==> src/rtl/interrupt_ctrl_up.sv <==
// interrupt_ctrl_up: prioritised, maskable, non-nesting interrupt controller driving the microcode intp condition
module interrupt_ctrl_up #(
    parameter int                N_SRC    = 4,
    parameter int                VEC_W    = 8,
    parameter logic [VEC_W-1:0]  VEC_BASE = 8'h10
) (
    input  logic             clk,
    input  logic             rst,
    input  logic [N_SRC-1:0] irq,
    input  logic             mask_we,
    input  logic [N_SRC-1:0] mask_din,
    input  logic             gie_set,
    input  logic             gie_clr,
    input  logic             int_ack,
    input  logic             eoi,
    output logic             intp,
    output logic [VEC_W-1:0] vector,
    output logic             busy,
    output logic [N_SRC-1:0] pending
);
    typedef enum logic [1:0] {IDLE, REQ, SERVICE} state_t;

    state_t           state, state_nx;
    logic [N_SRC-1:0] irq_q, mask, elig, rise, clr;
    logic [2:0]       win;
    logic [VEC_W-1:0] vec_nx;
    logic             gie, gie_nx, any, ack, done;

    assign rise = irq & ~irq_q;
    assign elig = gie ? pending & mask : '0;
    assign any  = |elig;
    // an ack that lands on a stale intp (request already withdrawn) is dropped
    assign ack  = state == REQ && int_ack && any;
    assign done = state == SERVICE && eoi;

    always_comb begin
        win = '0;
        for (int i = N_SRC - 1; i >= 0; i--)
            if (elig[i]) win = 3'(i);
    end

    assign clr    = ack ? N_SRC'(1) << win : '0;
    assign vec_nx = VEC_BASE + VEC_W'({win, 2'b00});

    always_comb begin
        state_nx = state;
        gie_nx   = gie;
        state_nx = ack ? SERVICE : done ? IDLE : state == SERVICE ? SERVICE : any ? REQ : IDLE;
        gie_nx   = ack ? 1'b0 : done ? 1'b1 : gie_clr ? 1'b0 : gie_set ? 1'b1 : gie;
    end

    always_ff @(posedge clk or negedge rst) begin
        if (!rst) begin
            state   <= IDLE;
            irq_q   <= '0;
            pending <= '0;
            mask    <= '0;
            gie     <= 1'b0;
            intp    <= 1'b0;
            busy    <= 1'b0;
            vector  <= '0;
        end else begin
            state   <= state_nx;
            irq_q   <= irq;
            pending <= (pending & ~clr) | rise;
            if (mask_we) mask <= mask_din;
            gie     <= gie_nx;
            intp    <= state_nx == REQ;
            busy    <= state_nx == SERVICE;
            if (ack) vector <= vec_nx;
        end
    end
endmodule

==> config.mk <==
export PLATFORM = sky130hd
export DESIGN_NAME = interrupt_ctrl_up
export DESIGN_NICKNAME = d
export VERILOG_FILES = /design/src/rtl/interrupt_ctrl_up.sv
export SDC_FILE = /design/constraint.sdc
export NUM_CORES = 1
export LEC_CHECK = 0
export CAP_MARGIN = 20
export CORE_MARGIN = 2
export CORE_UTILIZATION = 23
export CTS_BUF_LIST = sky130_fd_sc_hd__clkbuf_8
export CTS_CLUSTER_DIAMETER = 40
export DETAILED_ROUTE_END_ITERATION = 12
export DONT_BUFFER_PORTS = 1
export RECOVER_POWER = 50
export SETUP_SLACK_MARGIN = 0.1
export SYNTH_ARGS = -nofsm -noshare
export SYNTH_HDL_FRONTEND = slang
export SYNTH_SLANG_ARGS = --single-unit
==> constraint.sdc <==
create_clock -name clk -period 1.3 [get_ports clk]
set_input_delay 0.13 -clock clk [delete_from_list [all_inputs] [get_ports clk]]
set_output_delay 0.13 -clock clk [all_outputs]
set_load 0.01 [all_outputs]
Yosys cells after proc, flatten, opt, wreduce, memory -nomap -nowiden
Index checks and enable logic that the tools add are counted.
{ "op_classes": {"n_eq_ne": 4, "muxes": 14, "addsub": 1, "bitwise_logic": 6, "n_shift": 1, "reduce_logical": 5} }
{ "op_table": {"columns": ["op", "n"], "rows": [
  ["AND 4 bit", 3],
  ["two-way mux 2 bit", 5],
  ["two-way mux 4 bit", 2],
  ["NOT 4 bit", 2],
  ["adder 5 x 5 -> 6 bit, first input constant", 1],
  ["two-way mux 3 bit", 2],
  ["two-way mux 1 bit", 5],
  ["== test 2 x 1 -> 1 bit, second input constant", 2],
  ["== test 2 bit, second input constant", 2],
  ["bitwise OR 4 bit", 1],
  ["nonzero test 4 bit", 1],
  ["OR reduction 4 bit", 1],
  ["left shift 1 x 3 -> 4 bit, first input constant", 1],
  ["logical AND 1 bit", 3]
]} }
{ "word_totals": {"out_inout_bits": 14, "elab_cells": 39, "input_bits": 15, "reg_bits": 25} }

Depth between registers and ports, before layout
{ "logic_depth": {"depth_word": 11, "mapped_depth": 4, "ltp_nobuf": 4} }

Worst setup path before layout
No wires, ideal clock.
{ "synth_path": {"kind": "register to register", "start": "register pending[1]", "end": "register pending[3]", "setup_slack_ps": 78, "t_arrival_ps": 1094, "synth_period_minus_slack_ps": 1222, "t_required_ps": 1172, "path_buffers": 0, "stages_incl_launch_ff": 5, "setup_time_ps": 128, "path_cell_list": "dfrtp_1 -> a22o_1 -> nand3b_4 -> nor3b_2 -> o22ai_1"} }
{ "synth_via": {"elab_chain_cells": 9, "word_cells_on_any_way": 11, "cone_classes": "1 x shift; 4 x mux; 4 x bitwise; 2 x reduce/logical"} }
{ "synth_rtl": {"columns": ["item", "line_no", "source"], "rows": [
  ["from (decl)", "19", "output logic [N_SRC-1:0] pending"],
  ["from (signal assigned)", "65", "pending <= (pending & ~clr) | rise;"],
  ["AND 4 bit *", "30", "assign elig = gie ? pending & mask : '0;"],
  ["two-way mux 4 bit *", "30", null],
  ["two-way mux 3 bit (2 in a row)", "39", "if (elig[i]) win = 3'(i);"],
  ["left shift 1 x 3 -> 4 bit", "42", "assign clr = ack ? N_SRC'(1) << win : '0;"],
  ["two-way mux 4 bit *", "42", null],
  ["NOT 4 bit *", "65", null],
  ["AND 4 bit *", "65", null],
  ["bitwise OR 4 bit *", "65", null]
]} }
Mark *: on every way between the ends. The rest lies on a longest branch, timed or not.
A chain may end at the register's enable or synchronous reset.

Worst setup path after layout
{ "layout_path": {"start": "register mask[1]", "end": "register pending[3]"} }
{ "layout_via": {"elab_chain_cells": 9, "word_cells_on_any_way": 11, "cone_classes": "1 x shift; 4 x mux; 4 x bitwise; 2 x reduce/logical"} }
{ "layout_rtl": {"columns": ["item", "line_no", "source"], "rows": [
  ["from (decl)", "24", "logic [N_SRC-1:0] irq_q, mask, elig, rise, clr;"],
  ["from (signal assigned)", "66", "if (mask_we) mask <= mask_din;"],
  ["AND 4 bit *", "30", null],
  ["two-way mux 4 bit *", "30", null],
  ["two-way mux 3 bit (2 in a row)", "39", null],
  ["left shift 1 x 3 -> 4 bit", "42", null],
  ["two-way mux 4 bit *", "42", null],
  ["NOT 4 bit *", "65", null],
  ["AND 4 bit *", "65", null],
  ["bitwise OR 4 bit *", "65", null]
]} }
Marked as above.

==> flow_summary.toml <==
[placed_design]
port_buffers = 0
post-dp-hpwl_um = 1300
placed_area_um2 = 922
place_congestion = 0.797

[sta]
timing.final.crit_share_pct = 95.3
fmax_mhz = 807
period_minus_slack_ns = 1.24
hold_viol = 0
worst_pin_slew_ns = 0.901
tns_ns = 0
rsz0062_at_grt = "yes"
max_slew_margin_pct = 39.8
final-max-slew-violation-count = 0
holdWs_ns = 0.0226
setup_viol = 0
fin_worst_skew_ns = 0.00385

[route]
viasPerCell = 4.19
wl_per_cell_um = 13.0
drtIter0Drc = 29
via_count = 565
firstDrtPassIters = 2
ant_nets = 0
drcViolationCount = 0
drt_wl_total_um = 1760

[setup_path]
critical_path.max_fanout = 4
critical-path-top-delay-family = "flip-flops"
crit_chain = "a22o_4, nand3b_4, nor3b_2, o22ai_1"
slowest_stage = "dfrtp_1"
regToRegEndpoint = "pending[3]$_DFF_PN0_"
regToRegSetupSlack_ns = 0.06
path_buf_inv = 0
cp.required_ns = 1.43
cp_slowest_stage_delay_ns = 0.40
crit_type = "flop to flop"
ff2ff_path_depth = 4
cp.arrival_ns = 1.37
timing.rr.start = "mask[1]$_DFFE_PN0P_"
end_kind = "flop"
startpoint_type = "flop"

[pwr]
ir_drop_v = 0.000661
p_seq_share_pct = 56.2
internal_power_w = 0.00100
power.density_nw_per_um2 = 1280
p_sw_share_pct = 26.2
p_switching_w = 0.000357
p_clk_share_pct = 28.6
leakagePower_nw = 0.484
p_comb_share_pct = 15.2

[cts]
clockBufferDepth = 2
htreeDepth = 1
cts-buffers-inserted = 3
cts.clk_slew.worst_paths_ns = 0.06
clock_latency_ns = 0.25
cts-root-buf = "clkbuf_8"
cts_tree = "done"
cts_sinks = 20

[logic_synthesis]
ys_seq_elements = 20
syn_area_per_cell_um2 = 11.9
synth.yosys.seq_area_share_pct = 59.4
synth_warnings = 0
synthFlopType = "dfrtp_1"
ys_async_sr_fraction_pct = 100
synth_edf_count = 0
synthCells = 71
syn-cell-area_um2 = 842
ys_types = 21

[outcome]
status = "completed"

[global_routing]
antenna_found_initial = 0
grtUsageTotal_pct = 8.89
grt_pass1_wl_um = 2760
grtUsageMet1_pct = 10.8
grt_overflow = 0
gr-usage-met3_pct = 4.86
grt_max_degree = 21
busiest_layer = "met2"
first_global_vias = 566
grt.met2_usage_pct = 13.3

[die]
start_util_pct = 24.7
die-area_um2 = 4160
rows = 21
io_pins = 29
coreArea_um2 = 3420
fp.dieW_um = 64.5
die_y_um = 64.5

[min_path]
hold_end = "pending[1]$_DFF_PN0_"
hold_start = "irq[1]"
min_path_cells = 2
hold_class = "primary input to flop"

[job]
max-cap-violations = 0

[cells_and_area]
design_area_um2 = 1060
diodes = 0
nNetsFinal = 106
syn_to_final_growth_pct = 25.9
final_common_cell = "dfrtp_1"
drive_gt1_share_pct = 20.2
post-route-util_pct = 31.0
layout_common_cells = "20 x dfrtp_1, 9 x nand2_1, 7 x inv_1"
==> registers in the layout, indices dropped and copies added (netlist names) <==
name	cells
irq_q	4
mask	4
pending	4
vector	3
state	2
busy	1
gie	1
intp	1
==> layer usage <==
| metal | up-vias | part of all wire [%] |
|---|---|---|
| met3 | 2 | 9.3 |
| met4 | 0 | 0.97 |
| li1 | 271 | - |
| met2 | 22 | 46 |
| met5 | - | 0 |
| met1 | 270 | 44 |
==> synthesized netlist by cell type, drive strengths merged (2+ instances only) <==
library cell	n	area, µm²
nand3b	2	27.5
buf	5	37.5
mux2	4	45.0
nand3	2	10.0
inv	7	26.3
a22o	2	17.5
nand2	9	33.8
nand2b	2	12.5
o21ai	6	33.8
o2111a	2	22.5
o22ai	3	18.8
dfrtp	20	500
==> metrics by stage <==
stage               power, W  worst slack, ns  instances
floorplan           0.000892            0.100         75
global placement    0.000933           0.0617        122
detailed placement  0.000940           0.0268        122
CTS                  0.00136           0.0375        133
global route         0.00143         -0.00988        135
finish               0.00136           0.0610        135
==> power by group through the flow <==
stage	combinational (W)	sequential [W]	clock, W
4_1_cts	0.000196	0.000763	0.000400
5_1_grt	0.000228	0.000775	0.000423
2_1_floorplan	0.000124	0.000767	0
3_3_place_gp	0.000162	0.000771	0
3_5_place_dp	0.000165	0.000775	0
6_report	0.000207	0.000764	0.000388
==> how the worst max path moves through the flow <==
stage	cells after the start	endpoint	slack, ns	start
after floorplan	4	pending[3]$_DFF_PN0_	0.10	pending[1]$_DFF_PN0_
after global placement	4	pending[3]$_DFF_PN0_	0.06	state[1]$_DFF_PN0_
final	4	pending[3]$_DFF_PN0_	0.06	mask[1]$_DFFE_PN0P_
after detailed placement	4	pending[2]$_DFF_PN0_	0.03	state[1]$_DFF_PN0_
after global routing	4	pending[3]$_DFF_PN0_	-0.01	mask[0]$_DFFE_PN0P_
after CTS	4	pending[3]$_DFF_PN0_	0.04	mask[1]$_DFFE_PN0P_
==> cell type report <==
| cell class | count | area (µm²) |
|---|---|---|
| repair buffers | 16 | 116 |
| fillers | 359 | 2360 |
| well taps | 46 | 57.6 |
| inverters | 7 | 26.3 |
| multi-input cells | 43 | 318 |
| clock buffers | 3 | 41.3 |
| flip-flops and latches | 20 | 500 |
==> cell families (layout without fill, tap and decap cells) <==
logic type / count (synthesis) / in the layout / share of synthesized area (%)
buf+inv: 12 / 26 / 7.58
simple gates: 19 / 19 / 14.3
mux: 4 / 4 / 5.35
compound gates: 15 / 15 / 12.9
other cells: 1 / 5 / 0.445
flops: 20 / 20 / 59.4
==> what timing repair did <==
action / 4_1_cts / 5_1_grt
pin swaps: 3 / 2
hold endpoints to repair: 26 / 0
gates resized for setup: 1 / 5
setup buffers: 2 / 2
endpoints found under the setup margin: 5 / 10
hold buffers: 6 / 0
Power figures use the tool's default switching activity.
